$ cat config.mk
export PLATFORM = sky130hd
export DESIGN_NAME = mdl_modeseq
export DESIGN_NICKNAME = d
export VERILOG_FILES = /design/src/rtl/mdl_modeseq.sv
export SDC_FILE = /design/constraint.sdc
export NUM_CORES = 1
export LEC_CHECK = 0
export CORE_MARGIN = 1
export CORE_UTILIZATION = 50
export CTS_CLUSTER_DIAMETER = 40
export DETAILED_ROUTE_END_ITERATION = 10
export GPL_ROUTABILITY_DRIVEN = 0
export GPL_TIMING_DRIVEN = 0
export HOLD_SLACK_MARGIN = 0.06
export PLACE_DENSITY = 0.86
export SETUP_SLACK_MARGIN = 0.3
export SLEW_MARGIN = 20
export SYNTH_ARGS = -nofsm -noshare
export SYNTH_HDL_FRONTEND = slang
export SYNTH_SLANG_ARGS = --single-unit
export TNS_END_PERCENT = 30
$ cat constraint.sdc
create_clock -name i_MCLK -period 3.1 [get_ports i_MCLK]
set_input_delay 0.775 -clock i_MCLK [delete_from_list [all_inputs] [get_ports i_MCLK]]
set_output_delay 0.775 -clock i_MCLK [all_outputs]
set_load 0.02 [all_outputs]
$ cat src/rtl/mdl_modeseq.sv
// Power-up mode sequencer: waits for bootloader sync, counts bootloader
// pages, then issues the one-tick command-register-reset / BDI-enable pulse
// pair that hands the mode flag latches over to user mode.
//
// Handshake note: there is no valid/ready pair here. Every input is
// qualified by the 2M tick (i_CLK2M_PCEN_n = 0 on an i_MCLK rising edge) and
// is a don't-care on any other edge. All outputs are registers that only
// update on ticks, so each active-low pulse spans exactly one tick interval.
// o_STATE exposes the FSM state for debug and monitoring.
module mdl_modeseq #(
   parameter int BOOT_PAGES   = 2,
   parameter int SYNC_TIMEOUT = 4095,
   parameter int CNT_W        = 12
) (
   input  logic       i_MCLK,
   input  logic       i_SYS_RST_n,
   input  logic       i_CLK2M_PCEN_n,
   input  logic       i_SYS_RUN_FLAG,
   input  logic       i_SYNC_DET,
   input  logic       i_PAGE_DONE,
   input  logic       i_RETRY,
   output logic       o_SYNCED_FLAG_SET_n,
   output logic       o_CMDREG_RST_n,
   output logic       o_BDI_EN_SET_n,
   output logic [2:0] o_STATE,
   output logic [7:0] o_PAGE_CNT,
   output logic       o_BOOT_ERR,
   output logic       o_USER_RDY
);

   typedef enum logic [2:0] {
      ST_IDLE      = 3'd0,
      ST_SYNC_WAIT = 3'd1,
      ST_BOOT_LOAD = 3'd2,
      ST_HANDOVER  = 3'd3,
      ST_USER      = 3'd4,
      ST_ERROR     = 3'd5
   } state_t;

   localparam logic [CNT_W-1:0] TO_LIM     = CNT_W'(SYNC_TIMEOUT);
   localparam logic [7:0]       PAGE_LIM   = 8'(BOOT_PAGES);
   localparam logic [7:0]       PAGE_MAX   = 8'hFF;

   state_t           state_q, state_d;
   logic [CNT_W-1:0] cnt_q, cnt_d;
   logic [7:0]       page_q, page_d;
   logic             synced_n_q, synced_n_d;
   logic             handover_n_q, handover_n_d;
   logic             err_q, err_d;
   logic             rdy_q, rdy_d;
   logic             tick;

   assign tick = ~i_CLK2M_PCEN_n;

   // Next-state, counter and registered-output decode; evaluated every
   // MCLK but only committed on ticks.
   always_comb begin
      state_d = state_q;
      cnt_d   = cnt_q;
      page_d  = page_q;

      case (state_q)
         ST_IDLE: begin
            if (i_SYS_RUN_FLAG) begin
               state_d = ST_SYNC_WAIT;
               cnt_d   = '0;
               page_d  = '0;
            end
         end
         ST_SYNC_WAIT: begin
            cnt_d = cnt_q + 1'b1;
            // Sync takes precedence over a timeout on the same tick.
            if (i_SYNC_DET) begin
               state_d = ST_BOOT_LOAD;
            end else if (cnt_d == TO_LIM) begin
               state_d = ST_ERROR;
            end
         end
         ST_BOOT_LOAD: begin
            if (i_PAGE_DONE && (page_q != PAGE_MAX)) begin
               page_d = page_q + 8'd1;
               if (page_d == PAGE_LIM) begin
                  state_d = ST_HANDOVER;
               end
            end
         end
         ST_HANDOVER: begin
            state_d = ST_USER;
         end
         ST_USER: begin
            state_d = ST_USER;
         end
         ST_ERROR: begin
            if (i_RETRY) begin
               state_d = ST_SYNC_WAIT;
               cnt_d   = '0;
               page_d  = '0;
            end
         end
         default: begin
            state_d = ST_IDLE;
            cnt_d   = '0;
            page_d  = '0;
         end
      endcase

      // Losing run aborts the sequence from anywhere and wins over all else.
      if (!i_SYS_RUN_FLAG && (state_q != ST_IDLE)) begin
         state_d = ST_IDLE;
         cnt_d   = '0;
         page_d  = '0;
      end

      // Pulses are derived from the committed transition, so an aborted
      // transition never produces a pulse.
      synced_n_d   = !((state_q == ST_SYNC_WAIT) && (state_d == ST_BOOT_LOAD));
      handover_n_d = (state_d != ST_HANDOVER);
      err_d        = (state_d == ST_ERROR);
      rdy_d        = (state_d == ST_USER);
   end

   // State, counters and output registers; advance only on ticks.
   always_ff @(posedge i_MCLK or negedge i_SYS_RST_n) begin
      if (!i_SYS_RST_n) begin
         state_q      <= ST_IDLE;
         cnt_q        <= '0;
         page_q       <= '0;
         synced_n_q   <= 1'b1;
         handover_n_q <= 1'b1;
         err_q        <= 1'b0;
         rdy_q        <= 1'b0;
      end else if (tick) begin
         state_q      <= state_d;
         cnt_q        <= cnt_d;
         page_q       <= page_d;
         synced_n_q   <= synced_n_d;
         handover_n_q <= handover_n_d;
         err_q        <= err_d;
         rdy_q        <= rdy_d;
      end
   end

   // One register drives both handover strobes so they can never skew.
   assign o_SYNCED_FLAG_SET_n = synced_n_q;
   assign o_CMDREG_RST_n      = handover_n_q;
   assign o_BDI_EN_SET_n      = handover_n_q;
   assign o_STATE             = state_q;
   assign o_PAGE_CNT          = page_q;
   assign o_BOOT_ERR          = err_q;
   assign o_USER_RDY          = rdy_q;

endmodule
# Yosys cells after proc, flatten, opt, wreduce, memory -nomap -nowiden
# Cells that the tools add are included.
[totals]
ff_bits = 27
wordCells = 56
in_bits = 7
[classes]
n_reduce_logical = 12
bitwise = 1
n_eq_ne = 17
n_mux = 17
n_addsub = 2
[ops]
columns = ["operator", "count"]
rows = [
  ["$pmux W12 S4", 1],
  ["$mux W12", 3],
  ["$mux W8", 4],
  ["$pmux W8 S4", 1],
  ["$mux W3", 7],
  ["$pmux W3 S5", 1],
  ["$add A12 B1 Y12 const B", 1],
  ["$eq A12 B12 Y1 const B", 1],
  ["$eq A3 B3 Y1 const B", 4],
  ["$eq A3 B2 Y1 const B", 3],
  ["$ne A3 B3 Y1 const B", 3],
  ["$add A8 B1 Y8 const B", 1],
  ["$eq A8 B2 Y1 const B", 1],
  ["$ne A8 B8 Y1 const B", 1],
  ["$reduce_or A3 Y1", 2],
  ["$reduce_and A5 Y1", 1],
  ["$ne A2 B1 Y1 const B", 2],
  ["$reduce_and A4 Y1", 1],
  ["$eq A3 B1 Y1 const B", 1],
  ["$logic_and A1 B1 Y1", 3],
  ["$logic_not A3 Y1", 1],
  ["$ne A3 B2 Y1 const B", 1],
  ["$reduce_bool A3 Y1", 1],
  ["$logic_not A1 Y1", 2],
  ["other kinds (2)", 2],
]

# Logic depth before layout (Yosys ltp)
[depth]
depth_word = 9
depth_mapped = 7
ltp_nobuf = 6

# Worst setup path before layout
# No wires, ideal clock.
[synth_timing]
path_kind = "register -> register"
from = "reg page_q[0], in the netlist o_PAGE_CNT[0]"
to = "reg page_q[7], in the netlist o_PAGE_CNT[7]"
path_stages_with_launch = 7
required_ps = 3013
slack_ps = 1069
setup_time_ps = 87
arrival_time_ps = 1944
path_cell_list = "dfrtp_1 > ha_1 > nand2_1 > o31ai_1 > or4_4 > or3_1 > o211ai_1"
[synth_between]
elab_chain_cells = 4
elab_cells_between_ends = 8
classes_between = "add/sub (1); eq/ne (2); mux (3); reduce/logical (2)"
[synth_lines]
columns = ["element", "line", "text"]
rows = [
  ["start: declaration", "46", "logic [7:0] page_q, page_d;"],
  ["start signal: assignment", "135", "page_q <= page_d;"],
  ["$add A8 B1 Y8 or $ne A8 B8 Y1 (tied branches)", "81, 80", ""],
  ["$mux W8 or $logic_and A1 B1 Y1 (tied branches)", "80", "if (i_PAGE_DONE && (page_q != PAGE_MAX)) begin"],
  ["$pmux W8 S4 or $ne A3 B3 Y1 (tied branches)", "--", ""],
  ["$mux W8 or $reduce_and A5 Y1 (tied branches)", "--", ""],
]
# Several ways; a longest one is shown, not always the timed one. The select of a mux whose other input is x is not followed.
# A chain may end at the register's enable or synchronous reset.

# Worst setup path in the final report
[layout_timing]
from = "in i_SYS_RUN_FLAG"
to = "reg page_q[6], in the netlist o_PAGE_CNT[6]"
[layout_between]
elab_chain_cells = 4
elab_cells_between_ends = 8
classes_between = "eq/ne (4); mux (1); reduce/logical (3)"
[layout_lines]
columns = ["element", "line", "text"]
rows = [
  ["start: declaration", "18", "input logic i_SYS_RUN_FLAG,"],
  ["$logic_not A1 Y1", "108", "if (!i_SYS_RUN_FLAG && (state_q != ST_IDLE)) begin"],
  ["$logic_and A1 B1 Y1", "108", ""],
  ["$ne A3 B3 Y1 (no line) or $ne A2 B1 Y1 (tied branches)", "--", ""],
  ["$reduce_and A5 Y1 (no line)", "--", ""],
]
# Several ways; a longest one is shown, not always the timed one.

==> impl_results.md <==
- Fillers: 290
- DR vias: 1480
- Worst path required time: about 3400 ps
- Hold crit path type: in -> async
- Initial DRC count: 52
- Status: finished clean
- Tmin final: 2441 ps
- Synth Area per Inst: 8.765 sq um
- Static leakage: 0.0007289 uW
- Total GRT Usage: 21.60%
- Worst Reg-to-Reg Cells: 6
- Seq/Total Area, Yosys: around two fifths
- Sequential share of power: a little over two fifths
- Synth warnings: 0
- Mapped cell area: 1674 sq um
- Most common cell after layout, fill and taps aside: dfrtp_1
- Post-route setup slack: 658.8 ps
- Fin. max-slew vios: 0
- Comb power frac: 43.4%
- PortBufs: 21
- Worst-case clock buffer depth: 2
- CP peak stage delay: 600 ps
- Worst EP arrival: 2700 ps
- Setup violators final: 0
- H-tree depth: 1
- First-pass DRT Iterations: 4
- Multi-input logic area: 919.6 sq um
- Area occupied by registers: 678.2 sq um
- Utilization after layout: 63.19%
- Max_cap viols: 0
- Std-Cell Rows: 20
- Root Buffer: clkbuf_4
- Power density cells: between 500 and 600 nW/um^2
- Sw power: 440.7 uW
- Crit path launch type: input port
- Final ANT Viol Nets: 0
- Crit. End Element: register
- Post-synth EDFFs: 0
- I/O pins: 23
- Gr ovfl total: 0
- Sw frac: 40.71%
- R2R Path End: o_PAGE_CNT[6]
- Clk sinks: 27
- Synth-to-layout area growth: 17.12%
- Most frequent cells in the layout: dfrtp_1 (25), o21ai_0 (23), nand2_1 (22), clkdlybuf4s50_1 (20), nand3_1 (13)
- Pre-CTS WS: 338.0 ps
- WL per Instance: roughly 13 um
- Die X: 59.87 um
- DP Area: 1934 sq um
- Die H: 59.87 um
- Final Skew: ~4.2 ps
- Fmax: ~410 MHz
- Ys async rst share: 100.0%
- # hold bufs at CTS: 0
- Final net count: 228
- DRC Markers: 0
- Clk Latency, worst-skew pair: 330 ps
- CTS tree: yes
- Synth Net Count: between 200 and 250
- Post_cts resized: 0
- Fin area: a little under 2000 sq um
- Final Hold Fails: 0
- Int Pwr: 641.7 uW
- IR drop worst, VDD: 0.4516 mV
- Core box area: 3103 sq um
- Design Power: 1082 uW
- Compound-Gate Fraction of Synth Area: 21.75%
- Period Utilization, post-route: approximately 79%
- Layout cells sized above 1: 9.259%
- Via/cell ratio: 5.692
- Mux cell area share after synthesis: 1.271%
- Adder-cell share of the synthesized area: about 3%
- Cts bufs inserted: 3
- Initial antenna violation count: 0
- DRT Wirelength: 3472 um
- CP max-delay cell: clkdlybuf4s50_1
- Vias in the first global route: 1283
- Setup bufs post-CTS: 0
- Synth Flop Type: dfrtp_1
- Largest family of logic cells by synthesized area: simple AND/OR/NAND/NOR gates
- Starting Density: roughly 54%
- Crit Path Max Fanout: 9
- Post-synthesis instance total: 191
- TNS Setup: 0 ps
- Slew headroom: 52.03%
- First-pass GRT wire length: between 5000 and 6000 um
- Largest net degree at the start of global routing: 28
- Worst Tran Pin Value: approximately 710 ps
- Setup Crit Path Kind: in -> reg
- Worst reg2reg setup slack: 880 ps
- Ordered list of cells on the worst path: clkdlybuf4s50_1, nor2b_4, nand2_2, nor4_2, o21ai_0, a31oi_1
- Clk slew on worst S/H paths: between 100 and 150 ps
- Reg2reg start: o_PAGE_CNT[0]
- Clock group share of total power: between 10% and 20%
- Post-synthesis simple-gate area fraction: 23.69%
- Library cells used by synthesis: 50
- Seq cells post-synth: 27
- XOR/XNOR share of the synthesized area: 5.232%
- Die area: 3584 sq um
- Unrepaired setup endpoints after global routing: no
- Ant diodes: 0
- DP HPWL: between 2000 and 2500 um
synthesized netlist by cell type, types with 2 or more instances:
library cell | instances | area share (%)
a21oi_1 | 9 | 2.7
a31oi_1 | 5 | 1.9
and2_1 | 3 | 1.1
buf_2 | 4 | 1.2
clkbuf_1 | 4 | 0.90
dfrtp_1 | 25 | 37
dfstp_2 | 2 | 3.1
ha_1 | 4 | 3.0
inv_1 | 9 | 2.0
nand2_1 | 22 | 4.9
nand2b_1 | 4 | 1.5
nand3_1 | 13 | 3.9
nor2_1 | 9 | 2.0
nor3_1 | 3 | 0.90
o211ai_1 | 3 | 1.3
o21ai_0 | 23 | 6.9
o22ai_1 | 3 | 1.1
o31ai_1 | 4 | 1.8
o41ai_1 | 2 | 1.0
or3_1 | 2 | 0.75
xnor2_1 | 5 | 2.6
xor2_1 | 5 | 2.6
worst max-delay path by stage:
| stage | from | endpoint | cells past startpoint |
|---|---|---|---|
| finish | i_SYS_RUN_FLAG | o_PAGE_CNT[6] | 6 |
| CTS | i_SYS_RUN_FLAG | o_PAGE_CNT[6] | 6 |
| detailed placement | i_SYS_RUN_FLAG | o_PAGE_CNT[6] | 6 |
| global placement | i_SYS_RUN_FLAG | o_PAGE_CNT[6] | 6 |
| floorplan | o_PAGE_CNT[0] | o_PAGE_CNT[7] | 6 |
| global route | i_SYS_RUN_FLAG | o_PAGE_CNT[6] | 6 |
area by class of cell:
class	instances	area share, %
flip-flops and latches	27	34.59
multi-input cells	146	46.90
well taps	44	2.808
plain buffers	9	2.170
clock buffers	4	1.340
repair buffers	21	10.47
inverters	9	1.723
worst max-delay path: cells and delay by family:
family | cells | cell delay [ps]
compound gates | 2 | 430
buf+inv | 1 | 600
simple gates | 3 | 900
cells by family (layout without fill, tap and decap cells):
family                   Yosys count  after routing
flip-flops                        27             27
buffers and inverters             18             43
AO/OA/AOI/OAI                     58             58
XOR/XNOR                          10             10
AND/OR/NAND/NOR                   72             72
adder cells (fa/ha/maj)            4              4
multiplexers                       2              2
per-stage QoR:
stage | hold WS (ps) | instances
2_1_floorplan | 459.3 | 191
3_3_place_gp | 482.7 | 256
3_5_place_dp | 479.2 | 256
4_1_cts | 445.0 | 260
5_1_grt | 462.5 | 260
6_report | 424.7 | 260
per-layer routing:
metal  share of wire [%]  vias to the layer above  routed length (um)  GRT usage [%]
met5                   0                        -                   0              0
met4                 1.6                        0                  57          8.638
met3                 4.2                        7                 146          3.030
met2                  44                       31                1512          32.54
met1                  51                      693                1755          31.17
li1                    -                      749                   -              -
power groups by stage:
stage               Combinational [uW]  Sequential [uW]  Clock, uW
floorplan                          254              503          0
global placement                   462              462          0
detailed placement                 467              462          0
CTS                                470              456        158
global route                       513              464        170
finish                             470              457        155
registers in the layout, indices dropped and copies added (netlist names):
register and cells:
o_SYNCED_FLAG_SET_n 1, o_PAGE_CNT 8, o_STATE 3, cnt_q 12
o_USER_RDY 1, o_BDI_EN_SET_n 1, o_BOOT_ERR 1
Note: power is estimated with default switching activity, not from simulation.
